<file path="src/rtl/alu_cmd_driver.sv">
// alu_cmd_driver: queues tagged ALU commands, drives the ALU hold-until-done handshake
// and returns tagged results, with NOP bypass, done-timeout abort and a 2-cycle start-low gap.
module alu_cmd_driver #(
  parameter int DEPTH   = 4,
  parameter int TAG_W   = 4,
  parameter int TIMEOUT = 15
) (
  input  logic                     i_clk,
  input  logic                     i_reset,
  input  logic                     i_cmd_valid,
  output logic                     o_cmd_ready,
  input  logic [2:0]               i_cmd_op,
  input  logic [7:0]               i_cmd_a,
  input  logic [7:0]               i_cmd_b,
  input  logic [TAG_W-1:0]         i_cmd_tag,
  output logic [7:0]               o_alu_a,
  output logic [7:0]               o_alu_b,
  output logic [2:0]               o_alu_op,
  output logic                     o_alu_start,
  input  logic                     i_alu_done,
  input  logic [15:0]              i_alu_result,
  output logic                     o_rsp_valid,
  input  logic                     i_rsp_ready,
  output logic [15:0]              o_rsp_result,
  output logic [TAG_W-1:0]         o_rsp_tag,
  output logic [2:0]               o_rsp_op,
  output logic                     o_rsp_err,
  output logic [$clog2(DEPTH):0]   o_level
);
  localparam int AW = $clog2(DEPTH);
  localparam int EW = 19 + TAG_W;
  typedef enum logic [1:0] {S_IDLE, S_ISSUE, S_GAP1, S_GAP2} state_t;
  state_t r_state, w_next;
  logic [EW-1:0] r_mem [DEPTH];
  logic [AW:0] r_wp, r_rp;
  logic [7:0] r_cnt;
  logic [TAG_W-1:0] r_tag;
  logic [EW-1:0] w_head;
  logic w_push, w_pop, w_nop, w_slot_free, w_done, w_tmo;
  assign o_level     = r_wp - r_rp;
  assign o_cmd_ready = !i_reset && (o_level != (AW+1)'(DEPTH));
  assign w_push      = i_cmd_valid && o_cmd_ready;
  assign w_head      = r_mem[r_rp[AW-1:0]];
  assign w_nop       = w_head[EW-1 -: 3] == 3'b000;
  // the response slot may be refilled in the same cycle it is handed off
  assign w_slot_free = !o_rsp_valid || i_rsp_ready;
  always_comb begin
    w_pop  = (r_state == S_IDLE || r_state == S_GAP2) && o_level != '0 && w_slot_free;
    w_done = r_state == S_ISSUE && i_alu_done;
    w_tmo  = r_state == S_ISSUE && !i_alu_done && r_cnt == 8'(TIMEOUT);
    w_next = (w_pop && !w_nop) ? S_ISSUE :
             (w_done || w_tmo) ? S_GAP1  :
             r_state == S_GAP1 ? S_GAP2  :
             r_state == S_GAP2 ? S_IDLE  : r_state;
  end
  always_ff @(posedge i_clk or posedge i_reset)
    if (i_reset) r_state <= S_IDLE;
    else r_state <= w_next;
  always_ff @(posedge i_clk)
    if (w_push) r_mem[r_wp[AW-1:0]] <= {i_cmd_op, i_cmd_a, i_cmd_b, i_cmd_tag};
  always_ff @(posedge i_clk or posedge i_reset)
    if (i_reset) begin
      r_wp         <= '0;
      r_rp         <= '0;
      r_cnt        <= '0;
      r_tag        <= '0;
      o_alu_a      <= '0;
      o_alu_b      <= '0;
      o_alu_op     <= '0;
      o_alu_start  <= 1'b0;
      o_rsp_valid  <= 1'b0;
      o_rsp_result <= '0;
      o_rsp_tag    <= '0;
      o_rsp_op     <= '0;
      o_rsp_err    <= 1'b0;
    end else begin
      if (w_push) r_wp <= r_wp + (AW+1)'(1);
      if (w_pop) r_rp <= r_rp + (AW+1)'(1);
      r_cnt       <= w_pop ? 8'd1 : r_cnt + 8'd1;
      o_alu_start <= w_next == S_ISSUE;
      if (w_pop && !w_nop) begin
        o_alu_op <= w_head[EW-1 -: 3];
        o_alu_a  <= w_head[TAG_W+15 -: 8];
        o_alu_b  <= w_head[TAG_W+7 -: 8];
        r_tag    <= w_head[TAG_W-1:0];
      end
      if (o_rsp_valid && i_rsp_ready) o_rsp_valid <= 1'b0;
      if (w_pop && w_nop) begin
        o_rsp_valid  <= 1'b1;
        o_rsp_result <= '0;
        o_rsp_err    <= 1'b0;
        o_rsp_tag    <= w_head[TAG_W-1:0];
        o_rsp_op     <= 3'b000;
      end
      if (w_done || w_tmo) begin
        o_rsp_valid  <= 1'b1;
        o_rsp_result <= w_done ? i_alu_result : 16'd0;
        o_rsp_err    <= w_tmo;
        o_rsp_tag    <= r_tag;
        o_rsp_op     <= o_alu_op;
      end
    end
endmodule

</file>
<file path="config.mk">
export PLATFORM = sky130hd
export DESIGN_NAME = alu_cmd_driver
export DESIGN_NICKNAME = d
export VERILOG_FILES = /design/src/rtl/alu_cmd_driver.sv
export SDC_FILE = /design/constraint.sdc
export NUM_CORES = 1
export LEC_CHECK = 0
export BUFFER_PORTS_ARGS = -buffer_cell sky130_fd_sc_hd__buf_2
export CAP_MARGIN = 10
export CORE_ASPECT_RATIO = 1.2
export CORE_MARGIN = 2
export CORE_UTILIZATION = 40
export CTS_CLUSTER_DIAMETER = 80
export DETAILED_ROUTE_END_ITERATION = 6
export PLACE_DENSITY_LB_ADDON = 0.15
export SLEW_MARGIN = 20
export SYNTH_ARGS = -nofsm -noshare
export SYNTH_HDL_FRONTEND = slang
export SYNTH_SLANG_ARGS = --single-unit
export TNS_END_PERCENT = 20
</file>
<file path="constraint.sdc">
create_clock -name i_clk -period 6.2 [get_ports i_clk]
set_clock_uncertainty 0.15 [all_clocks]
set_input_delay 0.62 -clock i_clk [delete_from_list [all_inputs] [get_ports i_clk]]
set_output_delay 0.62 -clock i_clk [all_outputs]
set_load 0.03 [all_outputs]
</file>
==> results.cfg, run 1 <==
[detailed_routing]
drc = 0
wl_per_cell_um = 17.24
vias = 3206
wirelength_mm = 11.29
viasPerCell = 4.895
first_pass_iters = 4
ant_nets = 0
drt_iter0_drc = 131

[synth]
synth_cells = 336
synthTopCellsByArea = edfxtp_1 45%, dfrtp_1 27%, mux4_2 8.4%, mux2_4 4.7%, a22o_1 2.7%
synthFlopType = edfxtp_1
synth_seq_area_share_pct = 71.58
netlist_area_um2 = 6132
synth_cell_types = 38
synth-seq-cells = 157
synth_edf_count = 92
yosysMostFrequentCell = edfxtp_1
synth_nets = 390
synth_common_cells = 92 x edfxtp_1, 65 x dfrtp_1, 23 x mux4_2
yosysTopAreaCell = edfxtp_1
avgSynthCellArea_um2 = 18.25
yosysWarningCount = 0
synthArstFlopShare_pct = 41.40
synth_top_area_share_pct = 45.05

[layout]
nFillCells = 1276
fin_util_pct = 49.43
nNetsFinal = 492
final_layout_size_suffix_gt1_share_pct = 39.69
synthToLayoutAreaGrowth_pct = 21.08
antenna_cells = 0

[worst_setup_path]
crit_fanout = 26
end_kind = flip-flop
critPathKind = reg2reg
start_kind = flip-flop
arrival_ns = 3.72
critPathRequiredTime_ns = 6.35

[clock_tree]
root_buffer = clkbuf_16
clk-insertion-delay-late_ns = 0.42
cts-hold-fix-buffers = 0
ctsResizeCount = 0
tritoncts = built
htree_levels = 4
postCtsSetupRepairBufs = 0
ctsLongestPathBuffers = 2
clk_pin_slew_ns = 0.06
numClockSinks = 157
cts_made_buffers = 17

[timing]
hold_ws_ns = 0.2348
rsz0062_at_grt = false
post-route-min-period_ns = 3.570
finalSetupTns_ns = 0
max_clock_freq_mhz = 280.1
setup_violations = 0
drv_slew = 0
worstMarginPinSlew_ns = 0.9160
fin_crit_sh_pct = 57.58
relSlewSlack_pct = 38.65
hold_violations = 0

[die]
rows = 49
fp.dieW_um = 117.0
coreArea_um2 = 15020
initial_utilization_pct = 40.82
pin_count = 93
die_area_um2 = 16340
die_h_um = 139.6

[global_route]
grt_overflow = 0
grtUsageTotal_pct = 14.97
grt_max_degree = 38
antenna_found_initial = 0
first_global_vias = 3394
grt_pass1_wl_mm = 18.00

[power]
p_per_area_nw_per_um2 = 580.3
peakVddDrop_v = 0.0002229
leakage_uw = 0.003008
power_uw = 4309

[outcome]
status = finished, final reports clean

[job]
drv_cap = 0

[place]
port_buffers = 92
globalplace.congestion = 0.6858
place_hpwl_mm = 7.065

[worst_hold_path]
hold_path_class = in2async
power breakdown:
group	internal, µW	switching, µW
registers	1400	174
clock network	646	405
logic	712	975
kinds of logic (layout without fill, tap and decap cells):
family          count (synthesis)  count (layout)  share of synthesized area (%)
simple gates                   50              50                          3.938
xor+xnor                       10              10                          1.673
flops                         157             157                          71.58
mux                            43              43                          13.28
compound gates                 43              43                          5.530
buf+inv                        23             138                          1.836
fa+ha+maj                      10              10                          2.163
layout by cell type, fill, tap and decap left out, types with 7 or more instances in the layout:
master	count
dfrtp_1	64
ha_1	9
mux2_4	19
edfxtp_1	92
inv_1	7
buf_2	92
mux4_2	23
nor2_1	12
a22o_1	19
o21ai_0	10
nand2_1	17
clkbuf_16	17
through the flow:
step	instances	area, µm²	setup slack (ns)
after detailed placement	623	6817	2.498
after global placement	623	6817	2.592
after floorplan	336	6132	3.106
after global routing	655	7425	2.275
after CTS	655	7425	2.472
final	655	7425	2.630
registers in the layout (all words and copies together), names as in the netlist:
signal	count
r_mem	92
o_rsp_result	16
o_alu_a	8
o_alu_b	8
r_cnt	8
o_rsp_tag	4
r_tag	4
o_alu_op	3
o_rsp_op	3
r_rp	3
r_wp	3
r_state	2
o_alu_start	1
o_rsp_err	1
o_rsp_valid	1
worst max-delay path: stages, from the launching register on:
cell	delay, ns
dfrtp_2	0.95
ha_1	0.30
fa_1	0.48
nand2_1	0.12
o211ai_2	0.23
nor2_4	0.80
mux2_2	0.41
final cells by class:
class	count	area, µm²	share of cell area (%)
inverter	8	30.03	0.4044
multi-input combinational	156	1635	22.03
tap	204	255.2	3.438
sequential	157	4390	59.13
timing repair buffer	98	505.5	6.808
clock buffer	19	442.9	5.966
clock inverter	13	165.2	2.224
final timing paths:
kind | start | endpoint | slack, ns | depth (start not counted)
max | r_rp[0] | o_alu_a[6] | 2.63 | 6
min | i_reset | o_rsp_err | 0.23 | 2
max reg2reg | r_rp[0] | o_alu_a[6] | 2.63 | 6
min reg2reg | r_cnt[0] | r_cnt[0] | 0.34 | 1
max in group asynchronous | i_reset | r_rp[0] | 4.74 | 3
min in group i_clk | i_cmd_b[4] | r_mem[1][8] | 0.26 | 1
layer usage:
layer	global-route usage [%]	vias up	share of wire [%]
met5	0	-	0
met1	19.33	1614	45
met3	4.617	12	4.8
met4	5.573	0	1.2
met2	23.79	86	49
li1	-	1494	-
Power figures use the tool's default switching activity.
==> run 2: changes to the inputs <==
==> constraint.sdc (replaced) <==
create_clock -name i_clk -period 3.35 [get_ports i_clk]
set_clock_uncertainty 0.15 [all_clocks]
set_input_delay 0.335 -clock i_clk [delete_from_list [all_inputs] [get_ports i_clk]]
set_output_delay 0.335 -clock i_clk [all_outputs]
set_load 0.03 [all_outputs]
==> run 2 against run 1 <==
  * Power grew 87%
  * Worst setup slack lost 2.2 ns
  * First-iteration DRC count shrank 0.76%
  * Clock-buffer cell count shrank 2
  * Sequential power grew 81%
  * Register-to-register slack lost 2.2 ns
  * Highest routed layer unchanged
==> results.cfg, run 2 (same netlist as run 1, synthesis figures left out) <==
[outcome]
status = finished, final reports clean

[timing]
setup_violations = 0
worstMarginPinSlew_ns = 0.9144
rsz0062_at_grt = false
post-route-min-period_ns = 2.935
fin_crit_sh_pct = 87.61
finalSetupTns_ns = 0
drv_slew = 0
hold_violations = 0
max_clock_freq_mhz = 340.7
relSlewSlack_pct = 38.76

[global_route]
first_global_vias = 3570
grt_overflow = 0
grtUsageTotal_pct = 15.14
antenna_found_initial = 0
grt_pass1_wl_mm = 18.42
grt_max_degree = 31

[clock_tree]
numClockSinks = 157
ctsResizeCount = 0
cts-hold-fix-buffers = 38
cts_made_buffers = 17
clk_pin_slew_ns = 0.06
ctsLongestPathBuffers = 2
htree_levels = 4
root_buffer = clkbuf_16
postCtsSetupRepairBufs = 0
tritoncts = built
clk-insertion-delay-late_ns = 0.42

[detailed_routing]
viasPerCell = 4.840
wl_per_cell_um = 16.64
wirelength_mm = 11.63
first_pass_iters = 4
ant_nets = 0
drc = 0
drt_iter0_drc = 130
vias = 3383

[worst_setup_path]
critPathKind = reg2reg
critPathRequiredTime_ns = 3.28
crit_fanout = 23
end_kind = flip-flop
arrival_ns = 2.86
start_kind = flip-flop

[worst_hold_path]
hold_path_class = in2reg

[die]
die_area_um2 = 16340
initial_utilization_pct = 40.82
die_h_um = 139.6
rows = 49
coreArea_um2 = 15020
pin_count = 93
fp.dieW_um = 117.0

[layout]
antenna_cells = 0
stdcell_area_um2 = 7856
largest_reg_flops = 92
nNetsFinal = 536
synthToLayoutAreaGrowth_pct = 28.12
final_layout_size_suffix_gt1_share_pct = 37.58
final_cell_mix = 92 x buf_2, 92 x edfxtp_1, 64 x dfrtp_1
fin_util_pct = 52.30
final_cells = 699

[place]
port_buffers = 92
globalplace.congestion = 0.7632
place_area_um2 = 6879
dp_cells = 628
place_hpwl_mm = 7.471

[power]
leakage_uw = 0.003180
power_uw = 8052
p_per_area_nw_per_um2 = 1025
peakVddDrop_v = 0.0004847

[job]
drv_cap = 0
-- run 2: path summary, 6_finish.rpt --
kind,start,endpoint,slack [ns],depth (start not counted)
max reg2reg,r_rp[0],r_mem[1][20],0.42,6
min,i_cmd_op[1],r_mem[2][21],0.02,1
min reg2reg,r_cnt[0],r_cnt[0],0.31,1
max in group asynchronous,i_reset,o_rsp_tag[0],1.87,4
min in group asynchronous,i_reset,o_alu_a[1],0.40,3
max,r_rp[0],r_mem[1][20],0.42,6
-- run 2: layer usage --
layer / GRT usage (%) / part of all wire, %
met3: 4.094 / 4.6
met2: 24.76 / 49
met4: 5.449 / 1.2
met1: 19.33 / 45
met5: 0 / 0
-- run 2: where the power goes --
| group | switching, µW | internal, µW |
|---|---|---|
| Clock | 782 | 1110 |
| Combinational | 1910 | 1420 |
| Sequential | 247 | 2590 |
-- run 2: worst max-delay path, cell delays in order (launching register included) --
cell      delay, ns
dfrtp_2        0.50
ha_1           0.23
fa_1           0.38
xor3_1         0.29
a311oi_2       0.52
and2_1         0.20
buf_4          0.33
-- run 2: final cells by class --
cell class	instances	area [µm²]
fill	1263	7164
sequential	157	4390
multi-input combinational	156	1635
timing repair buffer	142	958.4
clock buffer	17	425.4
tap	204	255.2
clock inverter	15	161.4
inverter	8	30.03
-- run 2: metrics by stage --
step / hold WS [ns] / setup slack [ns]
2_1_floorplan: 0.2839 / 0.2558
3_3_place_gp: 0.2819 / 0.4549
3_5_place_dp: 0.2817 / 0.3753
4_1_cts: 0.005158 / 0.3852
5_1_grt: 0.007068 / 0.1960
6_report: 0.01881 / 0.4151
